[config.mk]
export PLATFORM = sky130hd
export DESIGN_NAME = pll_lock_supervisor_flat
export DESIGN_NICKNAME = d
export VERILOG_FILES = /design/src/rtl/pll_lock_supervisor_if.sv /design/src/rtl/pll_lock_supervisor.sv /design/src/flat_wrapper.sv
export SDC_FILE = /design/constraint.sdc
export NUM_CORES = 1
export LEC_CHECK = 0
export CAP_MARGIN = 10
export CORE_MARGIN = 5
export CORE_UTILIZATION = 55
export DETAILED_ROUTE_END_ITERATION = 10
export GPL_TIMING_DRIVEN = 0
export PLACE_DENSITY_LB_ADDON = 0.3
export SLEW_MARGIN = 20
export SYNTH_ARGS = -nofsm -noshare
export SYNTH_HDL_FRONTEND = slang
export SYNTH_SLANG_ARGS = --single-unit
[constraint.sdc]
create_clock -name CLKI -period 3.3 [get_ports CLKI]
set_input_delay 0.495 -clock CLKI [delete_from_list [all_inputs] [get_ports CLKI]]
set_output_delay 0.495 -clock CLKI [all_outputs]
set_load 0.1 [all_outputs]
[src/rtl/pll_lock_supervisor_if.sv]
// ---------------------------------------------------------------------------
// pll_lock_supervisor_if
//
// Signal bundle between the PLL lock supervisor and its environment (the PLL
// wrapper's RST/LOCK pins plus the downstream reset/status consumers).
//
// Signals:
//   LOCK       PLL lock, asynchronous to CLKI (into supervisor)
//   RESTART    synchronous pulse forcing a fresh lock sequence (into supervisor)
//   PLL_RST    active-high reset to the PLL (from supervisor)
//   SYS_RST    active-high downstream system reset (from supervisor)
//   READY      high only while the supervisor is in RUN
//   FAULT      high only while the supervisor is in FAULT
//   RETRY_CNT  failed lock attempts in the current sequence
//   LOSS_CNT   lock-loss events seen in RUN (zero unless the counter is built)
//   state_dbg  current FSM state encoding, for checkers and debug
//
// Handshake semantics: there is no valid/ready transfer on this bundle. Every
// signal is level-sensitive and sampled every CLKI cycle; RESTART acts for as
// long as it is high, and all supervisor outputs are registered.
//
// Modports:
//   master  the supervisor itself
//   slave   the PLL wrapper / downstream consumer side
// ---------------------------------------------------------------------------
interface pll_lock_supervisor_if;
  logic       LOCK;
  logic       RESTART;
  logic       PLL_RST;
  logic       SYS_RST;
  logic       READY;
  logic       FAULT;
  logic [7:0] RETRY_CNT;
  logic [7:0] LOSS_CNT;
  logic [2:0] state_dbg;

  modport master (
    input  LOCK,
    input  RESTART,
    output PLL_RST,
    output SYS_RST,
    output READY,
    output FAULT,
    output RETRY_CNT,
    output LOSS_CNT,
    output state_dbg
  );

  modport slave (
    output LOCK,
    output RESTART,
    input  PLL_RST,
    input  SYS_RST,
    input  READY,
    input  FAULT,
    input  RETRY_CNT,
    input  LOSS_CNT,
    input  state_dbg
  );
endinterface

[src/rtl/pll_lock_supervisor.sv]
// ---------------------------------------------------------------------------
// pll_lock_supervisor
//
// Reset/lock sequencer on the consumer side of a PLL wrapper. It pulses the
// PLL reset, waits for the (asynchronous) LOCK output, requires lock to stay
// up for a number of cycles before releasing the downstream reset, and goes
// back through a PLL reset whenever lock is lost. Repeated failures to lock
// end in a sticky FAULT state that only RST or RESTART can leave. Everything
// runs on CLKI, the PLL reference clock, because the PLL outputs cannot be
// trusted before lock.
//
// Ports:
//   CLKI  reference clock (also the PLL input clock)
//   RST   asynchronous, active-high reset
//   bus   pll_lock_supervisor_if.master (LOCK, RESTART in; PLL_RST, SYS_RST,
//         READY, FAULT, RETRY_CNT, LOSS_CNT, state_dbg out)
//
// Parameters:
//   RST_PULSE_CYCLES     CLKI cycles PLL_RST is held per attempt (>=1)
//   LOCK_TIMEOUT_CYCLES  CLKI cycles to wait for lock before retrying (>=2)
//   LOCK_STABLE_CYCLES   consecutive synchronized-lock cycles before release
//   MAX_RETRIES          failed attempts tolerated before FAULT (1..255)
//   CNT_W                width of the shared cycle counter
//
// Build option:
//   PLL_SUP_LOSS_COUNT_EN  when defined, LOSS_CNT counts RUN lock-loss events
//                          (saturating at 255, cleared only by RST); when
//                          undefined, LOSS_CNT is tied to zero.
// ---------------------------------------------------------------------------
module pll_lock_supervisor #(
  parameter int RST_PULSE_CYCLES    = 16,
  parameter int LOCK_TIMEOUT_CYCLES = 50000,
  parameter int LOCK_STABLE_CYCLES  = 256,
  parameter int MAX_RETRIES         = 7,
  parameter int CNT_W               = 16
) (
  input  logic                   CLKI,
  input  logic                   RST,
  pll_lock_supervisor_if.master  bus
);

  typedef enum logic [2:0] {
    S_RESET_PLL = 3'd0,
    S_WAIT_LOCK = 3'd1,
    S_STABILIZE = 3'd2,
    S_RUN       = 3'd3,
    S_FAULT     = 3'd4
  } state_t;

  // Terminal counts for the shared counter; each phase ends on its last cycle.
  localparam logic [CNT_W-1:0] RST_TC    = CNT_W'(RST_PULSE_CYCLES - 1);
  localparam logic [CNT_W-1:0] TIMEOUT_TC = CNT_W'(LOCK_TIMEOUT_CYCLES - 1);
  localparam logic [CNT_W-1:0] STABLE_TC = CNT_W'(LOCK_STABLE_CYCLES - 1);
  localparam logic [CNT_W-1:0] CNT_ONE   = CNT_W'(1);
  localparam logic [8:0]       MAX_RETRY_W = 9'(MAX_RETRIES);

  state_t           state;
  logic [CNT_W-1:0] cnt;
  logic             pll_rst_q;
  logic             sys_rst_q;
  logic             ready_q;
  logic             fault_q;
  logic [7:0]       retry_cnt_q;

  // Two-flop synchronizer for the asynchronous LOCK input.
  logic lock_meta;
  logic lock_s;

  always_ff @(posedge CLKI or posedge RST) begin
    if (RST) begin
      lock_meta <= 1'b0;
      lock_s    <= 1'b0;
    end else begin
      lock_meta <= bus.LOCK;
      lock_s    <= lock_meta;
    end
  end

  // Retry budget check uses one extra bit so RETRY_CNT+1 cannot wrap.
  logic retries_exhausted;
  assign retries_exhausted = ({1'b0, retry_cnt_q} + 9'd1) >= MAX_RETRY_W;

`ifdef PLL_SUP_LOSS_COUNT_EN
  logic [7:0] loss_cnt_q;
`endif

  // Main sequencer. Outputs are registered alongside the state so that each
  // output changes on the same edge as the state it belongs to.
  always_ff @(posedge CLKI or posedge RST) begin
    if (RST) begin
      state       <= S_RESET_PLL;
      cnt         <= '0;
      pll_rst_q   <= 1'b1;
      sys_rst_q   <= 1'b1;
      ready_q     <= 1'b0;
      fault_q     <= 1'b0;
      retry_cnt_q <= 8'd0;
`ifdef PLL_SUP_LOSS_COUNT_EN
      loss_cnt_q  <= 8'd0;
`endif
    end else if (bus.RESTART) begin
      // RESTART overrides every lock/timeout event in the same cycle, and
      // holding it high simply parks the block at the start of RESET_PLL.
      state       <= S_RESET_PLL;
      cnt         <= '0;
      pll_rst_q   <= 1'b1;
      sys_rst_q   <= 1'b1;
      ready_q     <= 1'b0;
      fault_q     <= 1'b0;
      retry_cnt_q <= 8'd0;
    end else begin
      unique case (state)
        S_RESET_PLL: begin
          if (cnt == RST_TC) begin
            state     <= S_WAIT_LOCK;
            cnt       <= '0;
            pll_rst_q <= 1'b0;
          end else begin
            cnt <= cnt + CNT_ONE;
          end
        end

        S_WAIT_LOCK: begin
          if (lock_s) begin
            state <= S_STABILIZE;
            cnt   <= '0;
          end else if (cnt == TIMEOUT_TC) begin
            // A timeout always counts as a failed attempt; the budget decides
            // whether we try again or give up.
            retry_cnt_q <= retry_cnt_q + 8'd1;
            cnt         <= '0;
            pll_rst_q   <= 1'b1;
            if (retries_exhausted) begin
              state   <= S_FAULT;
              fault_q <= 1'b1;
            end else begin
              state <= S_RESET_PLL;
            end
          end else begin
            cnt <= cnt + CNT_ONE;
          end
        end

        S_STABILIZE: begin
          if (!lock_s) begin
            // Lock chattered: start a fresh timeout window without pulsing
            // the PLL reset again.
            state <= S_WAIT_LOCK;
            cnt   <= '0;
          end else if (cnt == STABLE_TC) begin
            state       <= S_RUN;
            cnt         <= '0;
            sys_rst_q   <= 1'b0;
            ready_q     <= 1'b1;
            retry_cnt_q <= 8'd0;
          end else begin
            cnt <= cnt + CNT_ONE;
          end
        end

        S_RUN: begin
          if (!lock_s) begin
            state     <= S_RESET_PLL;
            cnt       <= '0;
            pll_rst_q <= 1'b1;
            sys_rst_q <= 1'b1;
            ready_q   <= 1'b0;
`ifdef PLL_SUP_LOSS_COUNT_EN
            if (loss_cnt_q != 8'hFF) begin
              loss_cnt_q <= loss_cnt_q + 8'd1;
            end
`endif
          end
        end

        S_FAULT: begin
          // Sticky: keep the PLL and the system in reset until RST/RESTART.
          pll_rst_q <= 1'b1;
          sys_rst_q <= 1'b1;
          ready_q   <= 1'b0;
          fault_q   <= 1'b1;
          cnt       <= '0;
        end

        default: begin
          state     <= S_RESET_PLL;
          cnt       <= '0;
          pll_rst_q <= 1'b1;
          sys_rst_q <= 1'b1;
          ready_q   <= 1'b0;
          fault_q   <= 1'b0;
        end
      endcase
    end
  end

  assign bus.PLL_RST   = pll_rst_q;
  assign bus.SYS_RST   = sys_rst_q;
  assign bus.READY     = ready_q;
  assign bus.FAULT     = fault_q;
  assign bus.RETRY_CNT = retry_cnt_q;
  assign bus.state_dbg = state;

`ifdef PLL_SUP_LOSS_COUNT_EN
  assign bus.LOSS_CNT = loss_cnt_q;
`else
  assign bus.LOSS_CNT = 8'd0;
`endif

endmodule

[src/flat_wrapper.sv]
// flat-port wrapper written by rule: the top's interface ports become plain ports
module pll_lock_supervisor_flat 
#(
  parameter int RST_PULSE_CYCLES    = 16,
  parameter int LOCK_TIMEOUT_CYCLES = 50000,
  parameter int LOCK_STABLE_CYCLES  = 256,
  parameter int MAX_RETRIES         = 7,
  parameter int CNT_W               = 16
)
  (CLKI, RST, bus_LOCK, bus_RESTART, bus_PLL_RST, bus_SYS_RST, bus_READY, bus_FAULT, bus_RETRY_CNT, bus_LOSS_CNT, bus_state_dbg);
  pll_lock_supervisor_if bus_i ();
  input  logic CLKI;
  input  logic RST;
  input wire logic [$bits(bus_i.LOCK)-1:0] bus_LOCK;
  input wire logic [$bits(bus_i.RESTART)-1:0] bus_RESTART;
  output wire logic [$bits(bus_i.PLL_RST)-1:0] bus_PLL_RST;
  output wire logic [$bits(bus_i.SYS_RST)-1:0] bus_SYS_RST;
  output wire logic [$bits(bus_i.READY)-1:0] bus_READY;
  output wire logic [$bits(bus_i.FAULT)-1:0] bus_FAULT;
  output wire logic [$bits(bus_i.RETRY_CNT)-1:0] bus_RETRY_CNT;
  output wire logic [$bits(bus_i.LOSS_CNT)-1:0] bus_LOSS_CNT;
  output wire logic [$bits(bus_i.state_dbg)-1:0] bus_state_dbg;
  assign bus_i.LOCK = bus_LOCK;
  assign bus_i.RESTART = bus_RESTART;
  assign bus_PLL_RST = bus_i.PLL_RST;
  assign bus_SYS_RST = bus_i.SYS_RST;
  assign bus_READY = bus_i.READY;
  assign bus_FAULT = bus_i.FAULT;
  assign bus_RETRY_CNT = bus_i.RETRY_CNT;
  assign bus_LOSS_CNT = bus_i.LOSS_CNT;
  assign bus_state_dbg = bus_i.state_dbg;
  pll_lock_supervisor #(.RST_PULSE_CYCLES(RST_PULSE_CYCLES), .LOCK_TIMEOUT_CYCLES(LOCK_TIMEOUT_CYCLES), .LOCK_STABLE_CYCLES(LOCK_STABLE_CYCLES), .MAX_RETRIES(MAX_RETRIES), .CNT_W(CNT_W)) u_core (.CLKI(CLKI), .RST(RST), .bus(bus_i));
endmodule
==> results.sh <==
export IMPL_crit_path_start_kind="register"
export IMPL_cts_clk_slew_worst_paths_ns=0.06
export IMPL_nets=277
export IMPL_syn_area_per_cell_um2=8.72
export IMPL_synthSimpleGateAreaFrac_pct=30.9
export IMPL_setup_ws_ns=0.612
export IMPL_cap_violations=0
export IMPL_ys_seq_area_share_pct=39.9
export IMPL_ant_nets=0
export IMPL_ios=27
export IMPL_synth_top_family_by_area="simple AND/OR/NAND/NOR gates"
export IMPL_leakage_uw=0.00100
export IMPL_setup_tns_ns=0
export IMPL_gp_congestion=0.877
export IMPL_slew_violations=0
export IMPL_clock_sinks=33
export IMPL_clk_insertion_delay_late_ns=0.29
export IMPL_slew_headroom_pct=34.6
export IMPL_min_period_ns=2.69
export IMPL_power_density_mw_per_mm2=337
export IMPL_rows=22
export IMPL_overflow=0
export IMPL_num_antenna_cells=0
export IMPL_hp_class="register to register"
export IMPL_grt_pass1_vias=1584
export IMPL_totalWireLength_um=4410
export IMPL_cp_max_fo=10
export IMPL_synth_compound_area_share_pct=15.5
export IMPL_synth_seq_cells=33
export IMPL_critPathKind="register to register"
export IMPL_yosys_warnings=0
export IMPL_min_to="u_core.lock_s$_DFF_PP0_"
export IMPL_synth_adder_area_share_pct=1.81
export IMPL_start_util_pct=56.7
export IMPL_synth_xor_area_share_pct=5.06
export IMPL_cp_arrival_ns=2.84
export IMPL_cts_repair_resized=0
export IMPL_synth_edff_count=0
export IMPL_fp_dieH_um=71.4
export IMPL_fin_crit_sh_pct=81.4
export IMPL_tightest_slew_ns=0.977
export IMPL_viasPerCell=5.72
export IMPL_synthArstFlopShare_pct=100
export IMPL_hp_start="u_core.lock_meta$_DFF_PP0_"
export IMPL_ctsLongestPathBuffers=2
export IMPL_worstPathRequired_ns=3.45
export IMPL_htreeDepth=2
export IMPL_skew_ns=0.0123
export IMPL_grt_antenna_before_repair=0
export IMPL_post_cts_setup_buffers=0
export IMPL_status="finished clean"
export IMPL_slowest_stage="or4_1"
export IMPL_die_width_um=71.4
export IMPL_worst_hold_path_num_cells=0
export IMPL_grtUsageTotal_pct=18.0
export IMPL_synthMuxAreaShare_pct=0
export IMPL_dpl_hpwl_um=3170
export IMPL_syn_inst=238
export IMPL_cts_made_buffers=5
export IMPL_finalHoldViolCount=0
export IMPL_fp_dieArea_mm2=0.00510
export IMPL_slowest_delay_ns=0.63
export IMPL_finalSetupViolations=0
export IMPL_drt_iter0_markers=248
export IMPL_first_pass_iters=4
export IMPL_syn_to_final_growth_pct=17.1
export IMPL_max_freq_ghz=0.372
export IMPL_synthFlopType="dfrtp_1"
export IMPL_rsz0062_at_grt="no"
export IMPL_crit_reg2reg_launch="u_core.cnt[8]$_DFFE_PP0P_"
export IMPL_place_ws_ns=0.255
export IMPL_layout_drive_gt1_share_pct=10.7
export IMPL_mappedNetlistArea_mm2=0.00208
export IMPL_yosysUniqueCellTypes=53
export IMPL_port_buffers=18
export IMPL_wire_per_inst_um=13.8
export IMPL_rr_worst_depth=6
export IMPL_cp_cell_sequence="clkbuf_1, or4_1, nor4_1, o22ai_1, a211oi_4, nor2_1"
export IMPL_via_count=1824
export IMPL_critical_path_startpoint="u_core.cnt[8]$_DFFE_PP0P_"
export IMPL_r2r_end="u_core.cnt[12]$_DFFE_PP0P_"
export IMPL_root_buffer="clkbuf_8"
export IMPL_cts_hold_buf=0
export IMPL_worst_ir_drop_vdd_uv=275
export IMPL_cts_tree="yes"
export IMPL_cp_end_kind="register"
export IMPL_grt_pass1_wl_um=7500
export IMPL_grt_max_degree=34
export IMPL_core_area_mm2=0.00366
export IMPL_drc_errors=0
export IMPL_rrSetupSlack_ns=0.61
[per-layer routing]
metal	wire length, µm	share of wire [%]	up-vias	track usage (%)
met5	0	0	-	0
li1	-	-	911	-
met4	46	1.0	0	3.97
met2	2010	45	56	27.3
met1	2090	47	848	26.2
met3	271	6.1	9	4.21
[state kept, by name (all words and copies together), names as in the netlist]
register,cells
u_core.bus.state_dbg,3
u_core.lock_meta,1
u_core.lock_s,1
u_core.bus.FAULT,1
u_core.bus.RETRY_CNT,8
u_core.bus.PLL_RST,1
u_core.cnt,16
u_core.bus.SYS_RST,1
u_core.bus.READY,1
[stage by stage]
stage / instance area, µm² / cells / hold WS [ns] / power [µW] / util, %
final: 2430 / 319 / 0.353 / 819 / 66.4
after floorplan: 2100 / 245 / 0.331 / 516 / -
after global routing: 2430 / 319 / 0.375 / 856 / 66.4
after detailed placement: 2340 / 311 / 0.345 / 535 / 64.0
after CTS: 2420 / 319 / 0.359 / 832 / 66.2
after global placement: 2340 / 311 / 0.336 / 533 / 64.0
[how the worst max path moves through the flow]
stage                                           to  cells after the start
2_1_floorplan           u_core.cnt[11]$_DFFE_PP0P_                      6
3_3_place_gp   u_core.bus.RETRY_CNT[5]$_DFFE_PP0P_                      4
3_5_place_dp   u_core.bus.RETRY_CNT[3]$_DFFE_PP0P_                      4
4_1_cts        u_core.bus.RETRY_CNT[3]$_DFFE_PP0P_                      4
5_1_grt                 u_core.cnt[12]$_DFFE_PP0P_                      6
6_report                u_core.cnt[12]$_DFFE_PP0P_                      6
[logic make-up (layout without fill, tap and decap cells)]
group	Yosys count	after routing
adders and majority gates	3	3
DFF	33	33
other	1	8
buffers and inverters	27	53
AOI/OAI and AO/OA	48	48
xor gates and xnor gates	12	12
and+or+nand+nor	114	114
[report_power, final]
part	total, µW	switching [µW]	leakage [µW]	internal (µW)
Clock	290	144	0.0000450	146
Combinational	110	86.0	0.000511	24.3
Sequential	418	6.83	0.000446	411
[synth_stat cells, drive strengths merged (3+ instances only)]
cell,n,area (µm²)
xor2,10,87.6
and3,7,43.8
or4,4,37.5
a21oi,11,58.8
or3,4,30.0
buf,9,71.3
o21ai,15,75.1
dfrtp,31,776
nor2,25,93.8
o22ai,3,18.8
nor2b,3,18.8
nand3,13,65.1
clkbuf,9,33.8
nand3b,4,30.0
inv,9,33.8
ha,3,37.5
nand2,22,82.6
nor4,4,40.0
nand4,9,56.3
and2,6,37.5
[placed cells by master (no fill, tap or decap), types with 3 or more instances in the layout]
| master | count |
|---|---|
| clkbuf_1 | 10 |
| nor4_1 | 3 |
| clkbuf_8 | 5 |
| buf_4 | 8 |
| nand3b_1 | 4 |
| o21ai_0 | 14 |
| ha_1 | 3 |
| o22ai_1 | 3 |
| inv_1 | 8 |
| conb_1 | 8 |
| nor2b_1 | 3 |
| dfrtp_1 | 31 |
| clkdlybuf4s50_1 | 18 |
| and3_1 | 7 |
| nor2_1 | 25 |
| nand2_1 | 22 |
| a21oi_1 | 10 |
| nand4_1 | 9 |
| and2_1 | 6 |
| nand3_1 | 13 |
| or3_1 | 3 |
| xor2_1 | 10 |
[final cells by class]
type	count	area (µm²)
clock buffers	6	72.6
repair buffers	18	180
flip-flops and latches	33	828
fillers	316	1230
inverters	9	33.8
plain buffers	18	105
well taps	48	60.1
clock inverters	2	10.0
multi-input cells	185	1140
[worst max-delay path, delay by kind of cell (launching register included)]
family	cells	cell delay, ns
DFF	1	0.36
buffers and inverters	1	0.19
and+or+nand+nor	3	1.13
AOI/OAI and AO/OA	2	0.87
No activity file was read; power rests on OpenSTA's default activity.
